File: config.mk
export PLATFORM = sky130hd
export DESIGN_NAME = load_store_unit
export DESIGN_NICKNAME = d
export VERILOG_FILES = /design/src/rtl/lsu_pkg.sv /design/src/rtl/lsu_load_extract.sv /design/src/rtl/load_store_unit.sv
export SDC_FILE = /design/constraint.sdc
export NUM_CORES = 1
export LEC_CHECK = 0
export CORE_MARGIN = 4
export CORE_UTILIZATION = 44
export CTS_BUF_LIST = sky130_fd_sc_hd__clkbuf_4
export DETAILED_ROUTE_END_ITERATION = 12
export HOLD_SLACK_MARGIN = 0.05
export PLACE_DENSITY_LB_ADDON = 0.08
export SLEW_MARGIN = 20
export SYNTH_ARGS = -nofsm -noshare
export SYNTH_HDL_FRONTEND = slang
export SYNTH_SLANG_ARGS = --single-unit
File: constraint.sdc
create_clock -name clk -period 1.5 [get_ports clk]
set_input_delay 0.15 -clock clk [delete_from_list [all_inputs] [get_ports clk]]
set_output_delay 0.15 -clock clk [all_outputs]
set_load 0.005 [all_outputs]
File: src/rtl/lsu_pkg.sv
// lsu_pkg -- shared encodings for the load/store unit.
// Holds the access-size codes, the FSM state type and the alignment helper
// used when the design is built with LSU_ALIGN_CHECK_EN.
package lsu_pkg;

  localparam logic [1:0] SZ_BYTE = 2'd0;
  localparam logic [1:0] SZ_HALF = 2'd1;
  localparam logic [1:0] SZ_WORD = 2'd2;
  localparam logic [1:0] SZ_RSVD = 2'd3;

  typedef enum logic [1:0] {
    IDLE   = 2'd0,
    ACCESS = 2'd1,
    MERGE  = 2'd2,
    RESP   = 2'd3
  } lsu_state_e;

  // True when the access cannot be served: a half on an odd byte, a word
  // off a word boundary, or the reserved size code.
  function automatic logic is_misaligned(input logic [1:0] addrLo, input logic [1:0] size);
    logic bad;
    case (size)
      SZ_BYTE: bad = 1'b0;
      SZ_HALF: bad = addrLo[0];
      SZ_WORD: bad = (addrLo != 2'b00);
      default: bad = 1'b1;
    endcase
    return bad;
  endfunction

endpackage

File: src/rtl/lsu_load_extract.sv
// lsu_load_extract -- combinational lane select and sign/zero extension
// for loads. Lanes are little-endian; a halfword uses only addr[1] so the
// odd-byte bit is ignored here.
module lsu_load_extract
  import lsu_pkg::*;
#(
  parameter int WORD_SIZE = 32
) (
  input  logic [WORD_SIZE-1:0] word_i,
  input  logic [1:0]           addr_i,
  input  logic [1:0]           size_i,
  input  logic                 unsigned_i,
  output logic [WORD_SIZE-1:0] ext_o
);

  logic [7:0]  byteVal;
  logic [15:0] halfVal;

  // Pick the addressed lane(s) and widen them back to a full word.
  always_comb begin
    byteVal = 8'(word_i >> {addr_i, 3'b000});
    halfVal = 16'(word_i >> {addr_i[1], 4'b0000});
    ext_o   = word_i;
    case (size_i)
      SZ_BYTE: ext_o = unsigned_i ? {{(WORD_SIZE-8){1'b0}}, byteVal}
                                  : {{(WORD_SIZE-8){byteVal[7]}}, byteVal};
      SZ_HALF: ext_o = unsigned_i ? {{(WORD_SIZE-16){1'b0}}, halfVal}
                                  : {{(WORD_SIZE-16){halfVal[15]}}, halfVal};
      default: ext_o = word_i;
    endcase
  end

endmodule

File: src/rtl/load_store_unit.sv
// load_store_unit -- single-outstanding load/store engine in front of a
// word-addressed RAM (combinational read, write on posedge clk).
// Word stores write directly in ACCESS; byte/half stores read in ACCESS,
// merge, and write in MERGE. Optional build macro LSU_ALIGN_CHECK_EN
// rejects misaligned or reserved-size requests with resp_err; without it
// the low address bits are ignored and size 3 behaves as a word.
module load_store_unit
  import lsu_pkg::*;
#(
  parameter int WORD_SIZE = 32
) (
  input  logic                 clk,
  input  logic                 rst_n,
  input  logic                 req_valid,
  output logic                 req_ready,
  input  logic                 req_we,
  input  logic [1:0]           req_size,
  input  logic                 req_unsigned,
  input  logic [WORD_SIZE-1:0] req_addr,
  input  logic [WORD_SIZE-1:0] req_wdata,
  output logic                 resp_valid,
  output logic [WORD_SIZE-1:0] resp_rdata,
  output logic                 resp_err,
  output logic                 mem_we,
  output logic [WORD_SIZE-1:0] mem_addr,
  output logic [WORD_SIZE-1:0] mem_wdata,
  input  logic [WORD_SIZE-1:0] mem_rdata
);

  localparam logic [WORD_SIZE-1:0] BYTE_MASK = {{(WORD_SIZE-8){1'b0}}, 8'hFF};
  localparam logic [WORD_SIZE-1:0] HALF_MASK = {{(WORD_SIZE-16){1'b0}}, 16'hFFFF};

  lsu_state_e           state_q;
  logic [WORD_SIZE-1:0] addr_q;
  logic [WORD_SIZE-1:0] wdata_q;
  logic [1:0]           size_q;
  logic                 we_q;
  logic                 unsigned_q;
  logic [WORD_SIZE-1:0] merge_q;
  logic [WORD_SIZE-1:0] merge_d;
  logic                 memWe_q;
  logic                 respValid_q;
  logic                 respErr_q;
  logic [WORD_SIZE-1:0] respRdata_q;
  logic [WORD_SIZE-1:0] loadExt;
  logic [1:0]           reqSizeEff;
  logic                 reqErr;
  logic                 accept;
  logic [4:0]           laneShift;
  logic [WORD_SIZE-1:0] laneMask;
  logic [WORD_SIZE-1:0] laneData;

  assign accept     = req_valid && req_ready;
  assign reqSizeEff = (req_size == SZ_RSVD) ? SZ_WORD : req_size;

`ifdef LSU_ALIGN_CHECK_EN
  assign reqErr = is_misaligned(req_addr[1:0], req_size);
`else
  assign reqErr = 1'b0;
`endif

  assign req_ready  = (state_q == IDLE);
  assign resp_valid = respValid_q;
  assign resp_err   = respErr_q;
  assign resp_rdata = respRdata_q;
  assign mem_we     = memWe_q;
  assign mem_addr   = ((state_q == ACCESS) || (state_q == MERGE))
                      ? {addr_q[WORD_SIZE-1:2], 2'b00} : '0;
  assign mem_wdata  = (state_q == MERGE) ? merge_q : wdata_q;

  lsu_load_extract #(
    .WORD_SIZE (WORD_SIZE)
  ) u_extract (
    .word_i     (mem_rdata),
    .addr_i     (addr_q[1:0]),
    .size_i     (size_q),
    .unsigned_i (unsigned_q),
    .ext_o      (loadExt)
  );

  // Build the read-modify-write word: old memory word with the addressed lane(s) replaced.
  always_comb begin
    laneShift = '0;
    laneMask  = '0;
    laneData  = '0;
    case (size_q)
      SZ_BYTE: begin
        laneShift = {addr_q[1:0], 3'b000};
        laneMask  = BYTE_MASK << laneShift;
        laneData  = {{(WORD_SIZE-8){1'b0}}, wdata_q[7:0]} << laneShift;
      end
      SZ_HALF: begin
        laneShift = {addr_q[1], 4'b0000};
        laneMask  = HALF_MASK << laneShift;
        laneData  = {{(WORD_SIZE-16){1'b0}}, wdata_q[15:0]} << laneShift;
      end
      default: begin
        laneMask = '0;
      end
    endcase
    merge_d = (mem_rdata & ~laneMask) | (laneData & laneMask);
  end

  // Request FSM with registered write strobe, response flags and load data.
  always_ff @(posedge clk or negedge rst_n) begin
    if (!rst_n) begin
      state_q     <= IDLE;
      addr_q      <= '0;
      wdata_q     <= '0;
      size_q      <= SZ_BYTE;
      we_q        <= 1'b0;
      unsigned_q  <= 1'b0;
      merge_q     <= '0;
      memWe_q     <= 1'b0;
      respValid_q <= 1'b0;
      respErr_q   <= 1'b0;
      respRdata_q <= '0;
    end else begin
      memWe_q     <= 1'b0;
      respValid_q <= 1'b0;
      respErr_q   <= 1'b0;
      case (state_q)
        IDLE: begin
          if (accept) begin
            addr_q     <= req_addr;
            wdata_q    <= req_wdata;
            size_q     <= reqSizeEff;
            we_q       <= req_we;
            unsigned_q <= req_unsigned;
            if (reqErr) begin
              state_q     <= RESP;
              respValid_q <= 1'b1;
              respErr_q   <= 1'b1;
            end else begin
              state_q <= ACCESS;
              if (req_we && (reqSizeEff == SZ_WORD)) begin
                memWe_q <= 1'b1;
              end
            end
          end
        end
        ACCESS: begin
          if (!we_q) begin
            respRdata_q <= loadExt;
            respValid_q <= 1'b1;
            state_q     <= RESP;
          end else if (size_q == SZ_WORD) begin
            respValid_q <= 1'b1;
            state_q     <= RESP;
          end else begin
            merge_q <= merge_d;
            memWe_q <= 1'b1;
            state_q <= MERGE;
          end
        end
        MERGE: begin
          respValid_q <= 1'b1;
          state_q     <= RESP;
        end
        default: begin
          state_q <= IDLE;
        end
      endcase
    end
  end

endmodule
# After elaboration in Yosys (flattened, before gate mapping)
# Index checks and enable logic that the tools add are counted.
[classes]
eq_ne = 7
shifts = 6
mux = 20
n_bitwise = 6
n_reduce_logical = 8
[op_table]
columns = ["operator", "n"]
rows = [
  ["$pmux W32 S2", 3],
  ["$mux W32", 4],
  ["$and A32 B32 Y32", 2],
  ["$not A32 Y32", 1],
  ["$or A32 B32 Y32", 1],
  ["$shl A16 B5 Y32", 1],
  ["$shl A16 B5 Y32 const A", 1],
  ["$shl A8 B5 Y32", 1],
  ["$shl A8 B5 Y32 const A", 1],
  ["$shr A32 B5 Y16", 1],
  ["$shr A32 B5 Y8", 1],
  ["$eq A2 B2 Y1 const B", 4],
  ["$mux W1", 8],
  ["$pmux W2 S3", 1],
  ["$eq A2 B1 Y1 const B", 2],
  ["$logic_not A2 Y1", 2],
  ["$mux W2", 2],
  ["$pmux W1 S2", 2],
  ["$reduce_and A2 Y1", 2],
  ["$reduce_and A3 Y1", 1],
  ["$logic_and A1 B1 Y1", 2],
  ["$ne A2 B1 Y1 const B", 1],
  ["$not A1 Y1", 2],
  ["$logic_or A1 B1 Y1", 1],
]
[totals]
register_bits = 136
inputBits = 103
output_inout_bits = 100
wordCells = 57

# Longest topological paths before layout
# Gate-level depths: netlist (run 1).
[depth]
word_depth = 7
ltp_mapped = 8
mapped_depth_nobuf = 6

# By module
# From an unflattened synthesis (run 1), not the netlist that was laid out.
[unflattened]
hier_cells = 566
area_unflattened_um2 = 6852.8
[modules_own_cells]
columns = ["module", "n_inst", "cells_each", "area_each_um2"]
rows = [
  ["load_store_unit", 1, 473, 6143.4],
  ["lsu_load_extract", 1, 93, 709.4],
]

# Least setup slack after synthesis (run 1)
# Ideal clock, no wire load.
[synth_path]
path_kind = "reg2reg"
start = "reg state_q[0]"
end = "reg addr_q[11]"
setup_ns = 0.125
t_arrival_ns = 1.552
t_required_ns = 1.375
setup_slack_ns = -0.177
stages_incl_launch_ff = 6
n_path_buf = 1
synth_period_minus_slack_ns = 1.677
path_cell_list = "dfrtp_1 inv_1 ha_1 nand2_1 clkbuf_1 mux2_2"
[synth_between]
elab_chain_len = 3
[synth_lines]
columns = ["item", "line_no", "source"]
rows = [
  ["from (decl)", "load_store_unit.sv:33", "lsu_state_e state_q;"],
  ["from (signal assigned)", "load_store_unit.sv:107", "state_q <= IDLE;"],
  ["from (signal assigned)", "load_store_unit.sv:131", "state_q <= RESP;"],
  ["from (signal assigned)", "load_store_unit.sv:135", "state_q <= ACCESS;"],
  ["$logic_not A2 Y1 (*)", "load_store_unit.sv:62", "assign req_ready = (state_q == IDLE);"],
  ["named net req_ready", "load_store_unit.sv:15", "output logic req_ready,"],
  ["$logic_and A1 B1 Y1", "load_store_unit.sv:53", "assign accept = req_valid && req_ready;"],
  ["$reduce_and A2 Y1 (no source line) (*)", "-", ""],
  ["to (signal assigned)", "load_store_unit.sv:125", "addr_q <= req_addr;"],
  ["to (decl)", "load_store_unit.sv:34", "logic [WORD_SIZE-1:0] addr_q;"],
]
# Mark *: on every way through the listed nets, which the timed path passes. The rest lies on a longest branch.
# A chain may end at the register's enable or synchronous reset.

# Worst setup path after layout (run 1)
[layout_path]
start = "reg state_q[1]"
end = "out mem_wdata[18]"
[layout_between]
elab_chain_len = 2
[layout_lines]
columns = ["item", "line_no", "source"]
rows = [
  ["$eq A2 B2 Y1", "load_store_unit.sv:69", "assign mem_wdata = (state_q == MERGE) ? merge_q : wdata_q;"],
  ["$mux W32", "load_store_unit.sv:69", ""],
  ["to (decl)", "load_store_unit.sv:26", "output logic [WORD_SIZE-1:0] mem_wdata,"],
]
# No other way between the ends.

==> results of run 1 <==
repair_timing:
| action | 4_1_cts | 5_1_grt |
|---|---|---|
| hold buffers | 2 | 0 |
| gates resized for setup | 484 | 181 |
| cloned | 18 | 6 |
| setup endpoints to repair | 228 | 198 |
| pin swaps | 42 | 41 |
| endpoints found under the hold margin | 136 | 0 |
| setup buffers | 48 | 29 |
power breakdown:
| group | switching, mW | internal [mW] |
|---|---|---|
| clock network | 1.32 | 1.49 |
| registers | 1.44 | 5.54 |
| logic | 7.58 | 11.9 |
worst paths after layout:
kind,start,to,slack [ns],depth (start not counted)
worst max-delay path,state_q[1]$_DFFE_PN0P_,mem_wdata[18],-0.61,5
worst min-delay path,rst_n,resp_rdata[27]$_DFFE_PN0P_,0.17,3
worst max register to register,state_q[1]$_DFFE_PN0P_,resp_rdata[14]$_DFFE_PN0P_,-0.30,9
worst min register to register,resp_rdata[15]$_DFFE_PN0P_,resp_rdata[15]$_DFFE_PN0P_,0.51,2
max in group asynchronous,rst_n,addr_q[22]$_DFFE_PN0P_,1.05,3
min in group clk,req_size[0],size_q[0]$_DFFE_PN0P_,0.19,3
layout by cell type (no fill, tap or decap), types with 5 or more instances in the layout:
master                            count
sky130_fd_sc_hd__dfrtp_1            135
sky130_fd_sc_hd__clkdlybuf4s50_1    101
sky130_fd_sc_hd__buf_6               96
sky130_fd_sc_hd__buf_4               80
sky130_fd_sc_hd__mux2_4              66
sky130_fd_sc_hd__mux2_2              40
sky130_fd_sc_hd__nor2_1              33
sky130_fd_sc_hd__dlygate4sd2_1       33
sky130_fd_sc_hd__and2_4              30
sky130_fd_sc_hd__buf_12              26
sky130_fd_sc_hd__o21ai_2             22
sky130_fd_sc_hd__o21ai_1             21
sky130_fd_sc_hd__nand2_1             19
sky130_fd_sc_hd__clkbuf_4            19
sky130_fd_sc_hd__a221o_1             16
sky130_fd_sc_hd__o211ai_1            16
sky130_fd_sc_hd__nand2_4             13
sky130_fd_sc_hd__a21oi_1             12
sky130_fd_sc_hd__mux2i_1             10
sky130_fd_sc_hd__buf_16              10
sky130_fd_sc_hd__buf_8                8
sky130_fd_sc_hd__a21o_1               7
sky130_fd_sc_hd__a22oi_1              6
sky130_fd_sc_hd__a2111oi_4            6
sky130_fd_sc_hd__mux2i_4              5
sky130_fd_sc_hd__bufinv_16            5
sky130_fd_sc_hd__clkbuf_16            5
per-stage QoR:
stage               hold slack [ns]  utilization [%]  setup WS, ns
floorplan                    -0.146                -       -0.0438
global placement             0.0490             65.4        -0.307
detailed placement           0.0553             65.4        -0.373
CTS                           0.144             77.0        -0.613
global route                  0.141             82.2        -0.692
finish                        0.172             82.2        -0.611
metal layers:
metal  up-vias  routed length, um
li1       2820                  -
met1      3185               9610
met2       370              13200
met3        76               2240
met4         0               1020
met5         -                  0
worst reg2reg max path: stages (launching register included):
cell,delay (ns)
sky130_fd_sc_hd__dfrtp_1,0.45
sky130_fd_sc_hd__inv_2,0.11
sky130_fd_sc_hd__buf_6,0.11
sky130_fd_sc_hd__ha_4,0.18
sky130_fd_sc_hd__buf_6,0.11
sky130_fd_sc_hd__nor2b_4,0.23
sky130_fd_sc_hd__buf_6,0.16
sky130_fd_sc_hd__buf_16,0.14
sky130_fd_sc_hd__nand3_2,0.05
sky130_fd_sc_hd__o22a_1,0.16
state kept, by name, indices dropped and copies added (netlist names):
| signal | cells |
|---|---|
| addr_q | 32 |
| merge_q | 32 |
| resp_rdata | 32 |
| wdata_q | 32 |
| size_q | 2 |
| state_q | 2 |
| mem_we | 1 |
| resp_valid | 1 |
| unsigned_q | 1 |
| we_q | 1 |
kinds of logic after synthesis:
logic type                 count (synthesis)  share of synthesized area [%]
AOI/OAI and AO/OA                        138                           14.4
and+or+nand+nor                          133                           9.94
muxes                                    125                           20.7
adders and majority gates                  4                          0.746
other                                      1                         0.0559
DFF                                      136                           50.7
buffers and inverters                     48                           3.43
layout make-up:
class                           count  area [um2]
Multi-Input combinational cell    404        4120
Clock inverter                     12         181
Timing Repair Buffer              362        4050
Inverter                            3        11.3
Clock buffer                       19         143
Sequential cell                   136        3400
Tap cell                          184         230
Fill cell                         793        2620
==> results summary, run 1 <==
The initial antenna violation count is 0. The proportion of synthesized flip-flops having asynchronous set or reset came out at 100%. The final-layout setup total negative slack is -49.57 ns. In the synthesized netlist, the cells that appear most often are 136 x sky130_fd_sc_hd__dfrtp_1, 105 x sky130_fd_sc_hd__mux2_2, 37 x sky130_fd_sc_hd__nand2_1, 37 x sky130_fd_sc_hd__nor2_1.

In the post-synthesis netlist, the cell with the most instances is sky130_fd_sc_hd__dfrtp_1. The post-synthesis sequential area ratio came out at 50.7%. The worst setup path is launched from a flop. The final number of hold-violating endpoints is 0. Global routing finished with a remaining overflow of 0. The post-detailed-route count of antenna-violating nets is 0. The total of endpoints with negative setup slack in the final report is 194. The mean instance size in the synthesized netlist is 11.5 um2. By area the synthesized netlist is led by sky130_fd_sc_hd__dfrtp_1 51%, sky130_fd_sc_hd__mux2_2 18%, sky130_fd_sc_hd__and2_1 2.9%.

The checks that failed: negative setup slack. The total number of H-tree levels came out at 4. The number of buffers added on ports came out at 199.

The stage delay of the slowest cell on the critical path came out at 0.45 ns. The sink count of the clock tree came out at 136. In this run the clock root is driven by a sky130_fd_sc_hd__clkbuf_4. For this block, the initial DRC count from the detailed router was 495. The flow ran to the end, but the final reports show violations. The net count of the finished layout is 1031. The count of non-filler cells in the finished layout came out at 1120. The worst path buffer plus inverter count is 3. The maximum ir drop on the vdd rail came out at 0.00183 V.

Across every metal layer, demand over resource in global routing totals 27.4%. The effective utilization at floorplan is 45.5%. The cell that appears most often on the critical path is sky130_fd_sc_hd__buf_12. The sum of net half-perimeters after detailed placement came out at 15.6 mm. The synthesized netlist contains 45 unique library cells. The core footprint came out at 0.0148 mm2. In the post-route analysis, the smallest setup slack over all paths is -0.611 ns. The final cycle utilization of the critical path is 141%. The minimum period implied by the final worst setup slack is 2.11 ns.

The cell count after placement is 1007. The total wirelength of the detailed-routed design is 26.1 mm. TritonCTS built the clock tree. The tool flagged a number of max-cap violations equal to 0. The post-route netlist has 52.9% of its cells at a drive strength greater than 1. The met1 global-route usage came out at 32.8%. The standard-cell row count came out at 44.

From left edge to right edge, the die measures 131 um. The peak fanout along the critical path came out at 8. The most used flip-flop cell after synthesis is sky130_fd_sc_hd__dfrtp_1. The number of warnings reported in the yosys synthesis log is 0. The clock skew after layout came out at 0.0200 ns. The critical path goes through ha_4 -> buf_12 -> buf_12 -> mux2_4 -> buf_6. TritonCTS created 17 clock buffers.

The insertion delay to the later sink of the worst-skew pair is 0.54 ns. The synthesized instance count came out at 585. The total design power came out at 29.3 mW. The placed instances occupy a cell area of 0.00965 mm2. The reported leakage power is 5.44 nW. The clock tree buffer depth is 2. The number of remaining DRC errors is 0.

The critical path capture point type is an output pin. The number of slew-limit violations in the final report is 0. The area share of the leading cell type in the synthesized netlist is 50.7%. Data on the critical path arrives at its endpoint at 1.96 ns. The peak-usage layer in the global routing report is met2.

The met2 track demand over resource in global routing came out at 46.8%. The cell area that synthesis handed to floorplanning was 0.00671 mm2. In the final routed layout, each cell accounts on average for 23.3 um.

In the global route stage, met3 resource usage came out at 8.87%. Measured along the y axis, the die boundary spans 131 um. The area growth from synthesis to layout is 80.9%. Entering global routing, the biggest net connects 47 pins.

The global-route wire length before repair is 37.5 mm. Grouping stages by cell kind, the critical path spends the most delay in flip-flops. After detailed routing, the number of vias per cell comes to 5.76. The classification of the worst setup path is flop to output pin. The number of register bits inferred by synthesis came out at 136.

The largest area contributor in the synthesized netlist is sky130_fd_sc_hd__dfrtp_1. The clock transition at the registers of the reported paths is 0.12 ns. The routed layout has 6451 vias. The critical-path cell with the highest stage delay is sky130_fd_sc_hd__dfrtp_1.

The number of flops mapped to enable cells by yosys came out at 0. The die footprint came out at 0.0173 mm2. Timing would allow up to 474 MHz.

The via count of the first global-routing pass came out at 6578. The data required time at the worst endpoint is 1.35 ns. The placer congestion estimate came out at 0.954. The tightest min-delay check is of the primary input to asynchronous set/reset pin type. Setup repair after global routing could not meet its margin everywhere.

For this run, the detailed router's first-pass iteration total came to 5. After routing the design area is 0.0121 mm2. The final antenna diode count came out at 0. In this run the power density over the cells is 2420 mW/mm2. The total I/O pin count is 203.
(Power assumes the default switching activity.)
==> run 2, diff against run 1 <==
- SLEW_MARGIN: 20 -> 30
==> results of run 2 <==
Same layout as run 1: the final DEF is identical, and so are final timing and power.
